$ cat config.mk
export PLATFORM = sky130hd
export DESIGN_NAME = mem_bus_responder_flat
export DESIGN_NICKNAME = d
export VERILOG_FILES = /design/src/rtl/mem_bus_responder_if.sv /design/src/rtl/mem_bus_responder.sv /design/src/flat_wrapper.sv
export SDC_FILE = /design/constraint.sdc
export NUM_CORES = 1
export LEC_CHECK = 0
export CELL_PAD_IN_SITES_DETAIL_PLACEMENT = 1
export CELL_PAD_IN_SITES_GLOBAL_PLACEMENT = 1
export CORE_MARGIN = 3
export CORE_UTILIZATION = 45
export DETAILED_ROUTE_END_ITERATION = 6
export PLACE_DENSITY_LB_ADDON = 0.1
export SLEW_MARGIN = 20
export SYNTH_ARGS = -nofsm -noshare
export SYNTH_HDL_FRONTEND = slang
export SYNTH_SLANG_ARGS = --single-unit
$ cat constraint.sdc
create_clock -name clock -period 2.8 [get_ports clock]
set_input_delay 0.56 -clock clock [delete_from_list [all_inputs] [get_ports clock]]
set_output_delay 0.56 -clock clock [all_outputs]
set_load 0.01 [all_outputs]
$ cat src/rtl/mem_bus_responder_if.sv
`default_nettype none
// +-----------------------------------------------------------------------+
// | mem_bus_responder_if : controller <-> responder data-memory bus        |
// | Rev 1.0                                                                |
// +-----------------------------------------------------------------------+
interface mem_bus_responder_if;
  logic [9:0] ADDR;
  logic [9:0] DOUT;
  logic       W_D;
  logic       rd_req;
  logic [9:0] DIN;
  logic       ready;

  modport master (output ADDR, DOUT, W_D, rd_req, input  DIN, ready);
  modport slave  (input  ADDR, DOUT, W_D, rd_req, output DIN, ready);
endinterface
`default_nettype wire

$ cat src/rtl/mem_bus_responder.sv
`default_nettype none
// +-----------------------------------------------------------------------+
// | mem_bus_responder : 128-word RAM, LED register and synchronised SW     |
// | behind a wait-stated request/ready bus.                     Rev 1.0    |
// +-----------------------------------------------------------------------+
module mem_bus_responder #(
  parameter int unsigned WAIT_STATES = 1
) (
  input  logic                     clock,
  input  logic                     reset,
  mem_bus_responder_if.slave       bus,
  input  logic [9:0]               SW,
  output logic [9:0]               LEDR,
  output logic                     bus_err
);

  typedef enum logic [1:0] {
    S_IDLE = 2'd0,
    S_WAIT = 2'd1,
    S_RESP = 2'd2
  } state_t;

  localparam logic [3:0] c_WAIT_LOAD = (WAIT_STATES > 0) ? 4'(WAIT_STATES - 1) : 4'd0;

  state_t      state_q;
  logic [3:0]  cnt_q;
  logic [9:0]  addr_q;
  logic [9:0]  data_q;
  logic        wr_q;
  logic        ready_q;
  logic [9:0]  din_q;
  logic [9:0]  ledr_q;
  logic        err_q;
  logic [9:0]  sw_meta_q;
  logic [9:0]  sw_sync_q;
  logic [9:0]  ram [128];
  logic [2:0]  region;

  assign region    = addr_q[9:7];
  assign bus.DIN   = din_q;
  assign bus.ready = ready_q;
  assign LEDR      = ledr_q;
  assign bus_err   = err_q;

  // RAM has no reset; a reset in the commit cycle suppresses the write.
  always_ff @(posedge clock) begin
    if (!reset && state_q == S_RESP && wr_q && region == 3'd0) begin
      ram[addr_q[6:0]] <= data_q;
    end
  end

  always_ff @(posedge clock) begin
    if (reset) begin
      state_q   <= S_IDLE;
      cnt_q     <= 4'd0;
      addr_q    <= 10'd0;
      data_q    <= 10'd0;
      wr_q      <= 1'b0;
      ready_q   <= 1'b0;
      din_q     <= 10'd0;
      ledr_q    <= 10'd0;
      err_q     <= 1'b0;
      sw_meta_q <= 10'd0;
      sw_sync_q <= 10'd0;
    end else begin
      sw_meta_q <= SW;
      sw_sync_q <= sw_meta_q;
      ready_q   <= 1'b0;
      case (state_q)
        S_IDLE: begin
          if (bus.W_D || bus.rd_req) begin
            addr_q <= bus.ADDR;
            data_q <= bus.DOUT;
            wr_q   <= bus.W_D;
            if (WAIT_STATES > 0) begin
              state_q <= S_WAIT;
              cnt_q   <= c_WAIT_LOAD;
            end else begin
              state_q <= S_RESP;
              ready_q <= 1'b1;
            end
          end
        end
        S_WAIT: begin
          if (cnt_q == 4'd0) begin
            state_q <= S_RESP;
            ready_q <= 1'b1;
          end else begin
            cnt_q <= cnt_q - 4'd1;
          end
        end
        S_RESP: begin
          state_q <= S_IDLE;
          // Writes to SW are dropped silently; only unmapped regions flag an error.
          if (wr_q) begin
            if (region == 3'd1) ledr_q <= data_q;
            if (region >= 3'd3) err_q  <= 1'b1;
          end else begin
            case (region)
              3'd0:    din_q <= ram[addr_q[6:0]];
              3'd1:    din_q <= ledr_q;
              3'd2:    din_q <= sw_sync_q;
              default: begin
                din_q <= 10'd0;
                err_q <= 1'b1;
              end
            endcase
          end
        end
        default: state_q <= S_IDLE;
      endcase
    end
  end

endmodule
`default_nettype wire

$ cat src/flat_wrapper.sv
// flat-port wrapper written by rule: the top's interface ports become plain ports
module mem_bus_responder_flat 
#(
  parameter int unsigned WAIT_STATES = 1
)
  (clock, reset, SW, LEDR, bus_err, bus_ADDR, bus_DOUT, bus_W_D, bus_rd_req, bus_DIN, bus_ready);
  mem_bus_responder_if bus_i ();
  input  logic clock;
  input  logic reset;
  input  logic [9:0] SW;
  output logic [9:0] LEDR;
  output logic bus_err;
  input wire logic [$bits(bus_i.ADDR)-1:0] bus_ADDR;
  input wire logic [$bits(bus_i.DOUT)-1:0] bus_DOUT;
  input wire logic [$bits(bus_i.W_D)-1:0] bus_W_D;
  input wire logic [$bits(bus_i.rd_req)-1:0] bus_rd_req;
  output wire logic [$bits(bus_i.DIN)-1:0] bus_DIN;
  output wire logic [$bits(bus_i.ready)-1:0] bus_ready;
  assign bus_i.ADDR = bus_ADDR;
  assign bus_i.DOUT = bus_DOUT;
  assign bus_i.W_D = bus_W_D;
  assign bus_i.rd_req = bus_rd_req;
  assign bus_DIN = bus_i.DIN;
  assign bus_ready = bus_i.ready;
  mem_bus_responder #(.WAIT_STATES(WAIT_STATES)) u_core (.clock(clock), .reset(reset), .bus(bus_i), .SW(SW), .LEDR(LEDR), .bus_err(bus_err));
endmodule
---- Word-level counts from Yosys, hierarchy flattened ----
Memory sizes are Yosys's and may differ from the RTL's. A register that Yosys moved wholly into a read port is not among the register bits.
Cells that the tools add are included.
word-level totals
  bits of input ports ..................... 34
  word-level logic and storage cells ...... 57
  memory bits (writable) .................. 1280
  memories ................................ 1
  register bits after elaboration ......... 69
memories
  name        words  bits a word  read ports  clocked after Yosys merged registers in  write ports  line                     RTL
  u_core.ram  128    10           1           1                                        1            mem_bus_responder.sv:36  logic [9:0] ram [128];
operators by class
  magnitude comparators ................... 1
  $add $sub $neg .......................... 1
  reductions and logical operators ........ 17
  bitwise gates (word level) .............. 2
  mux-type cells .......................... 15
  equal/unequal tests ..................... 9
operators with widths
  cell                                                                      count
  10-bit one-hot mux with 3 select lines                                    1
  7-bit 2-to-1 mux                                                          2
  3-bit AND reduction                                                       3
  4-bit 2-to-1 mux                                                          2
  4-bit one-hot mux with 2 select lines                                     1
  1-bit 2-to-1 mux                                                          6
  2-bit by 1-bit inequality test with 1-bit output (second input constant)  3
  2-bit AND reduction                                                       3
  4-bit logical NOT                                                         1
  2-bit 2-to-1 mux                                                          2
  2-bit inequality test (second input constant)                             2
  2-bit one-hot mux with 2 select lines                                     1
  4-bit by 1-bit subtractor with 4-bit output (second input constant)       1
  3-bit by 1-bit == test with 1-bit output (second input constant)          1
  3-bit by 2-bit == test with 1-bit output (second input constant)          1
  3-bit by 2-bit >= comparator with 1-bit output (second input constant)    1
  1-bit logical AND                                                         3
  3-bit logical NOT                                                         1
  3-bit OR reduction                                                        1
  2-bit by 1-bit == test with 1-bit output (second input constant)          1
  2-bit == test (second input constant)                                     1
  2-bit logical NOT                                                         1
  1-bit inverter                                                            2
  2-bit nonzero test                                                        1
  other kinds (3)                                                           3

---- Logic depth before layout (Yosys ltp) ----
  depth after elaboration ................. 6
  gate-level depth with buffers ........... 10
  mapped depth without buffers ............ 7

---- Worst setup path before layout ----
No wires, ideal clock.
  path type ............................... input to register
  from .................................... in reset
  to ...................................... mem u_core.ram[110][0], enable pin
  path buffers ............................ 2
  slack ................................... 0.015 ns
  cell stages on the path ................. 6
  arrival time ............................ 2.408 ns
  cells stage by stage .................... clkbuf_1 -> or4_1 -> nor3_1 -> nand3_1 -> clkbuf_1 -> nor2_1
on the way
  word-level cells in the longest chain between the ends .. 6
RTL lines
  element                                 line                     RTL
  start: declaration                      flat_wrapper.sv:9        input logic reset;
  1-bit logical NOT                       mem_bus_responder.sv:47  if (!reset && state_q == S_RESP && wr_q && region == 3'd0) begin
  1-bit logical AND (3 in a row)          mem_bus_responder.sv:47
  1-bit 2-to-1 mux                        mem_bus_responder.sv:47
  1-bit 2-to-1 mux (not written as such)  mem_bus_responder.sv:48  ram[addr_q[6:0]] <= data_q;
  end: declaration                        mem_bus_responder.sv:36
No other way between the ends.

==> load_flow_metrics.sql <==
INSERT INTO impl_metrics (metric_group, metric, value, unit) VALUES
('run_status', 'status', 'finished, violations left', ''),
('run_status', 'violations', 'negative setup slack', ''),
('synthesis', 'synth-xor-area-share', '0.0335', '%'),
('worst_hold_path', 'min-delay-path-class', 'in2reg', ''),
('final_layout', 'drive_above_1_share', '29.9', '%'),
('timing', 'timing.hold.ws', '0.371', 'ns'),
('pwr', 'vdd_drop_max', '0.000558', 'V'),
('global_route', 'gr-total-overflow', '0', ''),
('drt', 'dr_total_vias', '27348', ''),
('clock_network', 'clockBufferDepth', '3', ''),
('synthesis', 'synth-compound-area-share', '3.57', '%'),
('timing', 'worst_slew_pin_slew', '0.920', 'ns'),
('synthesis', 'yosysTopAreaCellShare', '73.6', '%'),
('synthesis', 'muxShareOfSynthArea', '14.6', '%'),
('clock_network', 'h_tree_depth', '4', ''),
('critical_path', 'endpoint_kind', 'flop', ''),
('critical_path', 'cpMaxStageDelayCell', 'a211oi_1', ''),
('synthesis', 'yosys.cell_types.count', '55', ''),
('drt', 'drt-total-wl', '141000', 'microns'),
('clock_network', 'clk_root_buffer_cell', 'clkbuf_16', ''),
('synthesis', 'synth_edf_count', '1280', ''),
('critical_path', 'worstSetupPathType', 'reg2reg', ''),
('synthesis', 'yosys.area_share.adder', '0.0479', '%'),
('final_layout', 'syn2layout_area_growth', '19.3', '%'),
('global_route', 'antenna_found_initial', '3', ''),
('die', 'placement_rows', '124', ''),
('clock_network', 'cts_sinks', '1356', ''),
('synthesis', 'netlist_top_cells_area', 'edfxtp_1 74%, mux4_2 11%, dfxtp_1 2.9%, mux2i_1 2.6%, nor2_1 1.4%', ''),
('critical_path', 'worst-endpoint-required', '3.42', 'ns'),
('timing', 'crit_share_post_route', '100', '%'),
('final_layout', 'layout.core_utilization', '54.3', '%'),
('clock_network', 'clk_latency', '0.74', 'ns'),
('clock_network', 'tritoncts', 'yes', ''),
('timing', 'layout_setup_ws', '-0.00905', 'ns'),
('job', 'maxCapViolCount', '0', ''),
('clock_network', 'cts-hold-fix-buffers', '0', ''),
('critical_path', 'cp_slowest_stage_delay', '0.47', 'ns'),
('pwr', 'pwr_density_cell', '707', 'nW/um^2'),
('global_route', 'globalRouteTotalUtil', '23.3', '%'),
('critical_path', 'critical_path.max_fanout', '14', ''),
('synthesis', 'async_set_reset_flop_share_out_of_synthesis', '0', '%'),
('global_route', 'first_global_vias', '28923', ''),
('critical_path', 'crit_path_start_kind', 'flop', ''),
('critical_path', 'timing.critical_path.cells', 'buf_12, buf_16, buf_12, nand2b_1, buf_4, a211oi_1, a2111oi_4, a211oi_4, buf_4, nor4_1, a211o_1', ''),
('global_route', 'grt_start_max_net_pins', '73', ''),
('die', 'die-height', '347', 'microns'),
('global_route', 'wire_length_of_the_first_global_routing_pass', '204000', 'microns'),
('drt', 'post_drt_wl_per_cell', '30.1', 'microns'),
('synthesis', 'ys_ff_latch', '1356', ''),
('synthesis', 'synth_top_area_cell', 'edfxtp_1', ''),
('timing', 'maxClockFrequency', '0.356', 'GHz'),
('die', 'floorplan.die_area', '120000', 'sq um'),
('clock_network', 'tritoncts.num_buffers', '143', ''),
('synthesis', 'synthesis.area', '52200', 'sq um'),
('synthesis', 'postSynth.topFlopCell', 'edfxtp_1', ''),
('drt', 'firstDrtPassIters', '5', ''),
('timing', 'setup_failing_eps_final', '1', ''),
('synthesis', 'postSynthCellCount', '2606', ''),
('placement', 'dp_hpwl', '90700', 'microns'),
('placement', 'placed_cell_area', '57100', 'sq um'),
('critical_path', 'worst-path-buf-inv', '5', ''),
('synthesis', 'synth_simple_gate_area_share', '3.60', '%'),
('final_layout', 'diodes', '0', ''),
('die', 'core_area', '115000', 'sq um'),
('drt', 'drtIter0Drc', '3013', ''),
('critical_path', 'worst_ep_arrival_time', '3.43', 'ns'),
('timing', 'timing.slew.headroom', '38.6', '%'),
('timing', 'maxSlewViolCount', '0', ''),
('drt', 'drc', '0', ''),
('clock_network', 'clk_pin_slew_worst_paths', '0.06', 'ns'),
('final_layout', 'stdcell_area', '62300', 'sq um');
## worst paths after layout
path                               to  slack [ns]  depth (start not counted)
hold / removal    u_core.sw_meta_q[5]        0.37                          2
setup / recovery    u_core.bus.DIN[7]      -0.009                         11
hold reg to reg   u_core.sw_sync_q[1]        0.44                          1
setup reg to reg    u_core.bus.DIN[7]      -0.009                         11
## placed cells by master (no fill, tap or decap), types with 20 or more instances in the layout
cell type / netlist / routed
nor2_1: 193 / 189
buf_4: 20 / 333
clkdlybuf4s50_1: 0 / 54
nor2b_1: 53 / 52
a22oi_1: 71 / 66
a21oi_1: 48 / 45
edfxtp_1: 1280 / 1280
clkbuf_16: 0 / 159
clkinv_2: 0 / 24
mux2i_1: 138 / 136
mux4_2: 262 / 262
mux2_2: 30 / 30
buf_12: 1 / 36
o211ai_1: 20 / 20
dfxtp_1: 76 / 61
nand2_1: 88 / 86
clkbuf_1: 51 / 47
## cell usage after synthesis (15+ instances only)
library cell and count:
mux4_2 262, dfxtp_1 76, nor3_1 15, clkbuf_1 51, edfxtp_1 1280, buf_4 20
o211ai_1 20, mux2_2 30, nor2b_1 53, a221oi_1 17, a211oi_1 30, a21oi_1 48
nand2_1 88, mux2i_1 138, nor2_1 193, a22oi_1 71, buf_2 41, buf_6 22
## area by class of cell
| type | instances | area (sq um) |
|---|---|---|
| inverter | 4 | 15.0 |
| sequential | 1356 | 40000 |
| multi-input combinational | 1106 | 11800 |
| timing repair buffer | 441 | 4140 |
| tap | 1512 | 1890 |
| clock buffer | 201 | 4020 |
| fill | 10158 | 52500 |
| clock inverter | 59 | 475 |
## through the flow
stage / std cells / TNS [ns]
global route: 4679 / -0.125
CTS: 4652 / -0.0410
floorplan: 2606 / 0
finish: 4679 / -0.00905
detailed placement: 4392 / -2.10
global placement: 4392 / -2.18
## what timing repair did
item | CTS | global route
setup endpoints to repair | 10 | 10
cloned | 0 | 6
gates resized for setup | 44 | 44
pin swaps | 0 | 6
buffers inserted | 0 | 21
## cells by family after synthesis
group | count (synthesis)
compound gates | 260
simple gates | 412
xor+xnor | 2
buf+inv | 144
mux | 430
flops | 1356
fa+ha+maj | 2
## state kept, by name, indices dropped and copies added, names as in the netlist, named ones only
signal / flops
u_core.ram: 1280
u_core.LEDR: 10
u_core.addr_q: 10
u_core.bus.DIN: 10
u_core.data_q: 10
u_core.sw_meta_q: 10
u_core.sw_sync_q: 10
u_core.cnt_q: 4
u_core.state_q: 2
u_core.bus.ready: 1
u_core.bus_err: 1
u_core.wr_q: 1
## routing by layer
layer,share of wire (%),vias to the layer above,GRT usage (%)
li1,-,11605,-
met1,44,14637,34.2
met2,48,943,37.1
met3,6.3,163,3.71
met4,1.7,0,5.23
met5,0,-,0
## power by group
part           total [uW]  internal [uW]  switching [uW]
clock network       18200          10600            7540
registers           22700          22400             293
logic                3200           1350            1860
total               44100          34400            9690
(Power assumes the default switching activity.)
